`src/rtl/seg7_pkg.sv`:
```
// Shared types, segment patterns and FSM states for the seven-segment readback path.
package seg7_pkg;

    typedef logic [6:0] seg_t;
    typedef logic [3:0] nib_t;

    // Active-low {g..a} patterns, identical to the HEX display drivers.
    localparam seg_t SEG_0     = 7'h40;
    localparam seg_t SEG_1     = 7'h79;
    localparam seg_t SEG_2     = 7'h24;
    localparam seg_t SEG_3     = 7'h30;
    localparam seg_t SEG_4     = 7'h19;
    localparam seg_t SEG_5     = 7'h12;
    localparam seg_t SEG_6     = 7'h02;
    localparam seg_t SEG_7     = 7'h78;
    localparam seg_t SEG_8     = 7'h00;
    localparam seg_t SEG_9     = 7'h10;
    localparam seg_t SEG_A     = 7'h08;
    localparam seg_t SEG_B     = 7'h03;
    localparam seg_t SEG_C     = 7'h46;
    localparam seg_t SEG_D     = 7'h21;
    localparam seg_t SEG_E     = 7'h06;
    localparam seg_t SEG_F     = 7'h0E;
    localparam seg_t SEG_BLANK = 7'h7F;

    typedef enum logic {
        COLLECT,
        PRESENT
    } state_t;

    // Shift-add form of 10*t+u; callers gate out digits above 9.
    function automatic logic [6:0] bin_of(nib_t t, nib_t u);
        logic [6:0] tt;
        tt = {3'b000, t};
        return (tt << 3) + (tt << 1) + {3'b000, u};
    endfunction

endpackage

```
`src/rtl/seg7_decode.sv`:
```
// Combinational active-low segment pattern decoder: value, blank and illegal flags.
// Define SEG7_READBACK_HEX_AF_EN to accept the A..F glyphs as legal digits 10..15.
module seg7_decode
    import seg7_pkg::*;
(
    input  seg_t        seg,
    output nib_t        value,
    output logic        blank,
    output logic        err
);

    always_comb begin
        value = 4'd0;
        blank = 1'b0;
        err   = 1'b0;
        case (seg)
            SEG_0:     value = 4'd0;
            SEG_1:     value = 4'd1;
            SEG_2:     value = 4'd2;
            SEG_3:     value = 4'd3;
            SEG_4:     value = 4'd4;
            SEG_5:     value = 4'd5;
            SEG_6:     value = 4'd6;
            SEG_7:     value = 4'd7;
            SEG_8:     value = 4'd8;
            SEG_9:     value = 4'd9;
`ifdef SEG7_READBACK_HEX_AF_EN
            SEG_A:     value = 4'hA;
            SEG_B:     value = 4'hB;
            SEG_C:     value = 4'hC;
            SEG_D:     value = 4'hD;
            SEG_E:     value = 4'hE;
            SEG_F:     value = 4'hF;
`endif
            SEG_BLANK: blank = 1'b1;
            default:   err   = 1'b1;
        endcase
    end

endmodule

```
`src/rtl/seg7_readback.sv`:
```
// Debounced readback of a scanned active-low 4-digit seven-segment bus into frames.
// SEG7_READBACK_HEX_AF_EN (see seg7_decode) makes the A..F glyphs legal.
module seg7_readback
    import seg7_pkg::*;
#(
    parameter int unsigned STABLE_CNT = 3,
    parameter int unsigned CNT_W      = 4
) (
    input  logic        CLOCK_50,
    input  logic        RESET,
    input  logic [6:0]  SEG_IN,
    input  logic [1:0]  DIG_SEL,
    input  logic        SEG_STROBE,
    input  logic        FRAME_READY,
    output logic        FRAME_VALID,
    output logic [15:0] DIGITS,
    output logic [3:0]  BLANK,
    output logic [3:0]  ERR,
    output logic [6:0]  BIN_VAL,
    output logic        BIN_ERR
);

    localparam logic [CNT_W-1:0] STABLE = CNT_W'(STABLE_CNT);

    seg_t             last_q [4];
    logic [CNT_W-1:0] cnt_q  [4];
    nib_t             dig_q  [4];
    logic [3:0]       blank_q, err_q, seen_q, seen_d;
    state_t           state_q, state_d;

    nib_t             dec_value;
    logic             dec_blank, dec_err;
    logic [CNT_W-1:0] cur_cnt, new_cnt;
    logic             commit, snapshot;
    logic             bin_bad;
    logic [6:0]       bin_val;

    seg7_decode u_decode (
        .seg   (SEG_IN),
        .value (dec_value),
        .blank (dec_blank),
        .err   (dec_err)
    );

    always_comb begin
        cur_cnt = cnt_q[DIG_SEL];
        new_cnt = CNT_W'(1);
        if (SEG_IN == last_q[DIG_SEL]) begin
            new_cnt = (cur_cnt >= STABLE) ? STABLE : cur_cnt + 1'b1;
        end
        commit   = SEG_STROBE && (new_cnt >= STABLE);
        snapshot = (state_q == COLLECT) && (seen_q == 4'hF);

        // A commit on the snapshot edge belongs to the following frame.
        seen_d = snapshot ? 4'h0 : seen_q;
        if (commit) begin
            seen_d = seen_d | (4'b0001 << DIG_SEL);
        end

        bin_bad = blank_q[1] | blank_q[0] | err_q[1] | err_q[0] |
                  (dig_q[1] > 4'd9) | (dig_q[0] > 4'd9);
        bin_val = bin_bad ? 7'd0 : bin_of(dig_q[1], dig_q[0]);

        state_d = state_q;
        case (state_q)
            COLLECT: if (snapshot)    state_d = PRESENT;
            PRESENT: if (FRAME_READY) state_d = COLLECT;
            default:                  state_d = COLLECT;
        endcase
    end

    always_ff @(posedge CLOCK_50 or posedge RESET) begin
        if (RESET) begin
            for (int i = 0; i < 4; i++) begin
                last_q[i] <= SEG_BLANK;
                cnt_q[i]  <= '0;
                dig_q[i]  <= 4'd0;
            end
            blank_q <= 4'h0;
            err_q   <= 4'h0;
            seen_q  <= 4'h0;
            state_q <= COLLECT;
        end else begin
            state_q <= state_d;
            seen_q  <= seen_d;
            if (SEG_STROBE) begin
                last_q[DIG_SEL] <= SEG_IN;
                cnt_q[DIG_SEL]  <= new_cnt;
            end
            if (commit) begin
                dig_q[DIG_SEL]   <= dec_value;
                blank_q[DIG_SEL] <= dec_blank;
                err_q[DIG_SEL]   <= dec_err;
            end
        end
    end

    always_ff @(posedge CLOCK_50 or posedge RESET) begin
        if (RESET) begin
            FRAME_VALID <= 1'b0;
            DIGITS      <= 16'h0000;
            BLANK       <= 4'h0;
            ERR         <= 4'h0;
            BIN_VAL     <= 7'd0;
            BIN_ERR     <= 1'b0;
        end else if (snapshot) begin
            FRAME_VALID <= 1'b1;
            DIGITS      <= {dig_q[3], dig_q[2], dig_q[1], dig_q[0]};
            BLANK       <= blank_q;
            ERR         <= err_q;
            BIN_VAL     <= bin_val;
            BIN_ERR     <= bin_bad;
        end else if ((state_q == PRESENT) && FRAME_READY) begin
            FRAME_VALID <= 1'b0;
        end
    end

endmodule

```
`config.mk`:
```
export PLATFORM = sky130hd
export DESIGN_NAME = seg7_readback
export DESIGN_NICKNAME = d
export VERILOG_FILES = /design/src/rtl/seg7_pkg.sv /design/src/rtl/seg7_decode.sv /design/src/rtl/seg7_readback.sv
export SDC_FILE = /design/constraint.sdc
export NUM_CORES = 1
export LEC_CHECK = 0
export CORE_MARGIN = 4
export CORE_UTILIZATION = 61
export DETAILED_ROUTE_END_ITERATION = 8
export PLACE_DENSITY = 0.84
export SYNTH_ARGS = -nofsm -noshare
export SYNTH_HDL_FRONTEND = slang
export SYNTH_SLANG_ARGS = --single-unit
export TNS_END_PERCENT = 100
```
`constraint.sdc`:
```
create_clock -name CLOCK_50 -period 8.3 [get_ports CLOCK_50]
set_clock_uncertainty 0.05 [all_clocks]
set_input_delay 2.49 -clock CLOCK_50 [delete_from_list [all_inputs] [get_ports CLOCK_50]]
set_output_delay 2.49 -clock CLOCK_50 [all_outputs]
set_load 0.05 [all_outputs]
```
* After elaboration in Yosys (flattened, before gate mapping)
Cells that the tools add are included.
Word-level totals: flip-flop bits (word level) 106, output and inout port bits 33, input port bits 13
Operators by class: shift operators 1, eq/ne operators 12, bitwise operators 8, add/sub/neg operators 3, $lt $le $gt $ge 8, reductions and logical operators 8, multiplexer cells 30
Operators by type and width (number):
- case mux 4 bit (9 select lines) | 1
- bitwise mux 16 bit | 2
- bitwise mux 28 bit | 1
- equality test 7 bit, second input constant | 4
- 2-to-1 mux 4 bit | 7
- 2-to-1 mux 7 bit | 4
- equality test 7 x 5 -> 1 bit, second input constant | 3
- binary-select mux 7 bit (select 2 bit) | 1
- demux 7 bit (select 2 bit) | 1
- equality test 7 x 6 -> 1 bit, second input constant | 2
- OR reduction 11 bit | 1
- binary-select mux 4 bit (select 2 bit) | 1
- bitwise mux 4 bit | 2
- demux 4 bit (select 2 bit) | 1
- greater-or-equal comparator 4 x 2 -> 1 bit, second input constant | 2
- > comparator 4 bit, second input constant | 2
- adder 7 x 4 -> 7 bit | 1
- adder 7 x 5 -> 7 bit | 1
- equality test 7 x 2 -> 1 bit, second input constant | 1
- equality test 7 bit | 1
- zero test 7 bit | 1
- 2-to-1 mux 1 bit | 7
- logical AND 1 bit | 5
- bitwise OR 1 bit | 5
- other kinds (13) | 13

* Longest topological paths before layout
depth after elaboration 10, mapped depth 10, gate-level depth less buffers 8

* By module
A second synthesis with hierarchy kept.
Unflattened totals: cells, all modules 366, area total of the unflattened synthesis 4917.2 µm²
By module, submodules not included:
- seg7_readback | instances 1, sequential area each 2687.6 µm², cells an instance 338, area an instance 4725.8 µm²
- seg7_decode | instances 1, sequential area each 0.0 µm², cells an instance 28, area an instance 191.4 µm²

* Worst setup path before layout
Ideal clock, no wire load.
kind input port to flip-flop, start input port DIG_SEL[0], end register cnt_q[0] (netlist name), arrival 4.630 ns, path buffers 2, setup time 0.151 ns, setup slack 3.469 ns, stages on the path 10, required time 8.099 ns, cell sequence buf_6 > buf_2 > mux4_2 > ha_1 > inv_1 > o311ai_0 > nor2_1 > nand2_1 > nor4b_1 > a21oi_1
On the way: cells in the longest elaborated chain, start to end 8, elaborated cells on any way between the ends 18, classes of those cells add/sub: 1; order compare: 3; eq/ne: 1; mux: 11; bitwise: 1; reduce/logical: 1
Ends and longest elaborated chain:
- start, declared | line seg7_readback.sv:12 | input logic [1:0] DIG_SEL,
- NOT 2 -> 3 bit (implied by the code) * | line seg7_readback.sv:46, seg7_readback.sv:48, seg7_readback.sv:88
- binary-select mux 4 bit (select 2 bit) | line seg7_readback.sv:46 | cur_cnt = cnt_q[DIG_SEL];
- 2-to-1 mux 4 bit (implied by the code) (2 in a row) | line seg7_readback.sv:46
- adder 4 x 1 -> 4 bit or greater-or-equal comparator 4 x 2 -> 1 bit (tied branches) | line seg7_readback.sv:49 | new_cnt = (cur_cnt >= STABLE) ? STABLE : cur_cnt + 1'b1;
- 2-to-1 mux 4 bit | line seg7_readback.sv:49
- 2-to-1 mux 4 bit | line seg7_readback.sv:48 | if (SEG_IN == last_q[DIG_SEL]) begin
- bitwise mux 16 bit * | line seg7_readback.sv:88 | cnt_q[DIG_SEL] <= new_cnt;
- end signal, assigned by index | line seg7_readback.sv:88
- end, declared | line seg7_readback.sv:26 | logic [CNT_W-1:0] cnt_q [4];
Every way passes the cells marked *; elsewhere a longest branch is shown, timed or not. The select of a mux whose other input is x is not followed. A chain may end at the register's enable or synchronous reset.

* Worst setup path after layout
start input port DIG_SEL[0], end register cnt_q[12] (netlist name)
The elaborated chain is that of the path after synthesis.

==> impl_metrics.env <==
export IMPL_wl_met3_um=470
export IMPL_dieArea_um2=9440
export IMPL_hold_ws_ns=0.413
export IMPL_cts_resized=0
export IMPL_yosys_top_cells_area="dfrtp_1 (40%), dfstp_2 (15%), mux2_2 (11%), nand2_1 (6.8%), mux4_2 (2.3%)"
export IMPL_min_period_ns=5.36
export IMPL_critPathLaunchType="primary input"
export IMPL_clk_latency_ns=0.36
export IMPL_final_common_cell="nand2_1"
export IMPL_setup_tns_ns=0
export IMPL_grt_pass1_vias=3312
export IMPL_top_layer_used="met4"
export IMPL_worstMarginPinSlew_ns=1.09
export IMPL_yosysWarnings=0
export IMPL_wl_met2_um=4760
export IMPL_peakVddDrop_v=0.000103
export IMPL_finalInstanceArea_um2=5560
export IMPL_final_nets=472
export IMPL_hold_viol=0
export IMPL_synth_edff_count=0
export IMPL_clock_tree_buffer_depth=2
export IMPL_cts_setup_buffers=0
export IMPL_dpl_cell_area_um2=5370
export IMPL_end_kind="flip-flop"
export IMPL_total_power_mw=1.04
export IMPL_htreeDepth=3
export IMPL_r2r_start="cnt_q[5]$_DFFE_PP0P_"
export IMPL_cts_buffers=9
export IMPL_drive_gt1_frac=0.238
export IMPL_cts_num_sinks=106
export IMPL_maxSlewViolCount=0
export IMPL_critical_path_max_fanout=23
export IMPL_netlist_top_cell_by_area="dfrtp_1"
export IMPL_antenna_found_initial=0
export IMPL_dp_hpwl_um=6590
export IMPL_yosys_area_top_type_share=0.402
export IMPL_status="finished, final reports clean"
export IMPL_antenna_left=0
export IMPL_synthArstFlopShare=1.00
export IMPL_drc=0
export IMPL_synth_area_per_cell_um2=11.8
export IMPL_cts_root_buf="clkbuf_8"
export IMPL_grt_max_degree=76
export IMPL_clk_pin_slew_ns=0.09
export IMPL_critPathKind="in2reg"
export IMPL_routed_via_count=3183
export IMPL_critPathArrivalTime_ns=5.50
export IMPL_dp_cells=540
export IMPL_ios=46
export IMPL_crit_buf_inv=3
export IMPL_max_clock_freq_ghz=0.187
export IMPL_start_util=0.628
export IMPL_synthesis_nets=434
export IMPL_coreArea_um2=7730
export IMPL_viasPerCell=5.72
export IMPL_place_congestion=0.792
export IMPL_area_delta_synth_final_pct=14.5
export IMPL_hp_class="reg2reg"
export IMPL_drv_cap=0
export IMPL_synth_distinct_cells=43
export IMPL_final_cell_count_no_fill=556
export IMPL_cp_slowest_cell="nor4b_1"
export IMPL_die_x_um=97.2
export IMPL_reg2regPathDepth=8
export IMPL_crit_family="simple AND/OR/NAND/NOR gates"
export IMPL_row_count=32
export IMPL_regToRegSetupSlack_ns=5.54
export IMPL_ys_seq_area_frac=0.554
export IMPL_critPathMaxStageDelay_ns=0.71
export IMPL_dr_pass1_iters=5
export IMPL_grt_pass1_wl_um=16200
export IMPL_hold_end="last_q[7]$_DFFE_PP1P_"
export IMPL_slew_headroom=0.269
export IMPL_n_antenna_cell=0
export IMPL_grt_overflow_total=0
export IMPL_leakagePower_nw=2.68
export IMPL_portBuffers=45
export IMPL_required_ns=8.45
export IMPL_hp_start="last_q[7]$_DFFE_PP1P_"
export IMPL_wl_met1_um=3970
export IMPL_drt_initial_drc_count=139
export IMPL_hold_depth=2
export IMPL_grtUsageTotal=0.212
export IMPL_die_height_um=97.2
export IMPL_powerDensity_nw_per_um2=187
export IMPL_worstReg2RegEnd="cnt_q[12]$_DFFE_PP0P_"
export IMPL_rsz0062_at_grt="false"
export IMPL_most_common_layout_cells="nand2_1 (88), dfrtp_1 (78), mux2_2 (48)"
export IMPL_synth_area_um2=4850
export IMPL_routed_wl_um=9320
export IMPL_avgRoutedWirePerCell_um=16.8
export IMPL_setup_viol=0
export IMPL_crit_chain="clkdlybuf4s50_1, buf_4, mux4_2, ha_1, inv_1, o311ai_0, nor2_1, nand2_1, nor4b_1, a21oi_1"
export IMPL_ys_ff_latch=106
export IMPL_synthCells=411
export IMPL_cts_tree="built"
export IMPL_post_route_period_util=0.645
export IMPL_ctsHoldBuffers=0
export IMPL_ys_flop_type="dfrtp_1"
## per-stage QoR
stage | util | worst slack, ns
floorplan | - | 3.02
global placement | 0.694 | 2.81
detailed placement | 0.694 | 2.57
CTS | 0.719 | 2.96
global route | 0.719 | 2.81
finish | 0.719 | 2.94
## cells in the mapped netlist, types with 2 or more instances
cell type,instances
dfrtp_1,78
mux2_2,48
nand4_1,2
a2111oi_0,2
nor2_1,18
nor3_1,6
xor2_1,12
nand2_1,88
inv_1,11
mux4_2,5
nor4_1,2
dfstp_2,28
o21ai_0,11
a21oi_1,8
mux2_1,4
nand4_4,4
and3_1,2
fa_1,2
clkbuf_1,18
and2_1,6
ha_1,8
mux2i_1,8
nand3_1,7
a22o_1,7
nor2b_1,3
buf_6,2
xnor2_1,4
a21o_1,2
## cell type report
class                   count  area [µm²]
flip-flops and latches    106        2690
fillers                   528        2170
multi-input cells         273        2030
repair buffers             48         473
clock buffers              13         169
well taps                 102         128
inverters                  11        43.8
clock inverters             3        22.5
## logic make-up after synthesis
group | after synthesis | synth area share
flip-flops | 106 | 0.554
AND/OR/NAND/NOR | 145 | 0.146
buffers and inverters | 32 | 0.0281
adder cells (fa/ha/maj) | 10 | 0.0289
XOR/XNOR | 16 | 0.0289
AO/OA/AOI/OAI | 36 | 0.0487
multiplexers | 66 | 0.165
## power breakdown
group | switching (mW) | internal [mW]
logic | 0.0933 | 0.0553
registers | 0.0199 | 0.570
clock network | 0.167 | 0.135
total | 0.280 | 0.760
## metal layers
layer	vias up	GRT usage
met3	10	0.0373
met1	1618	0.282
li1	1475	-
met4	0	0.0799
met2	80	0.351
met5	-	0
## worst reg2reg max path, stage by stage (launching register included)
cell,delay (ns)
dfrtp_1,0.40
mux4_2,0.48
ha_1,0.21
inv_1,0.06
o311ai_0,0.16
nor2_1,0.13
nand2_1,0.24
nor4b_1,0.71
a21oi_1,0.17
## flip-flops by register name, indices dropped and copies added (netlist names)
signal	count
state_q	1
DIGITS	16
blank_q	4
err_q	4
FRAME_VALID	1
BIN_VAL	7
cnt_q	16
ERR	4
last_q	28
dig_q	16
BIN_ERR	1
seen_q	4
BLANK	4
## worst max path at each step
stage	startpoint	slack, ns	endpoint	cells past startpoint
2_1_floorplan	RESET	3.02	BIN_ERR$_DFFE_PP0P_	1
3_3_place_gp	DIG_SEL[0]	2.81	cnt_q[12]$_DFFE_PP0P_	10
3_5_place_dp	DIG_SEL[0]	2.57	cnt_q[12]$_DFFE_PP0P_	10
4_1_cts	DIG_SEL[0]	2.96	cnt_q[12]$_DFFE_PP0P_	10
5_1_grt	DIG_SEL[0]	2.81	cnt_q[12]$_DFFE_PP0P_	10
6_report	DIG_SEL[0]	2.94	cnt_q[12]$_DFFE_PP0P_	10
(Power assumes the default switching activity.)
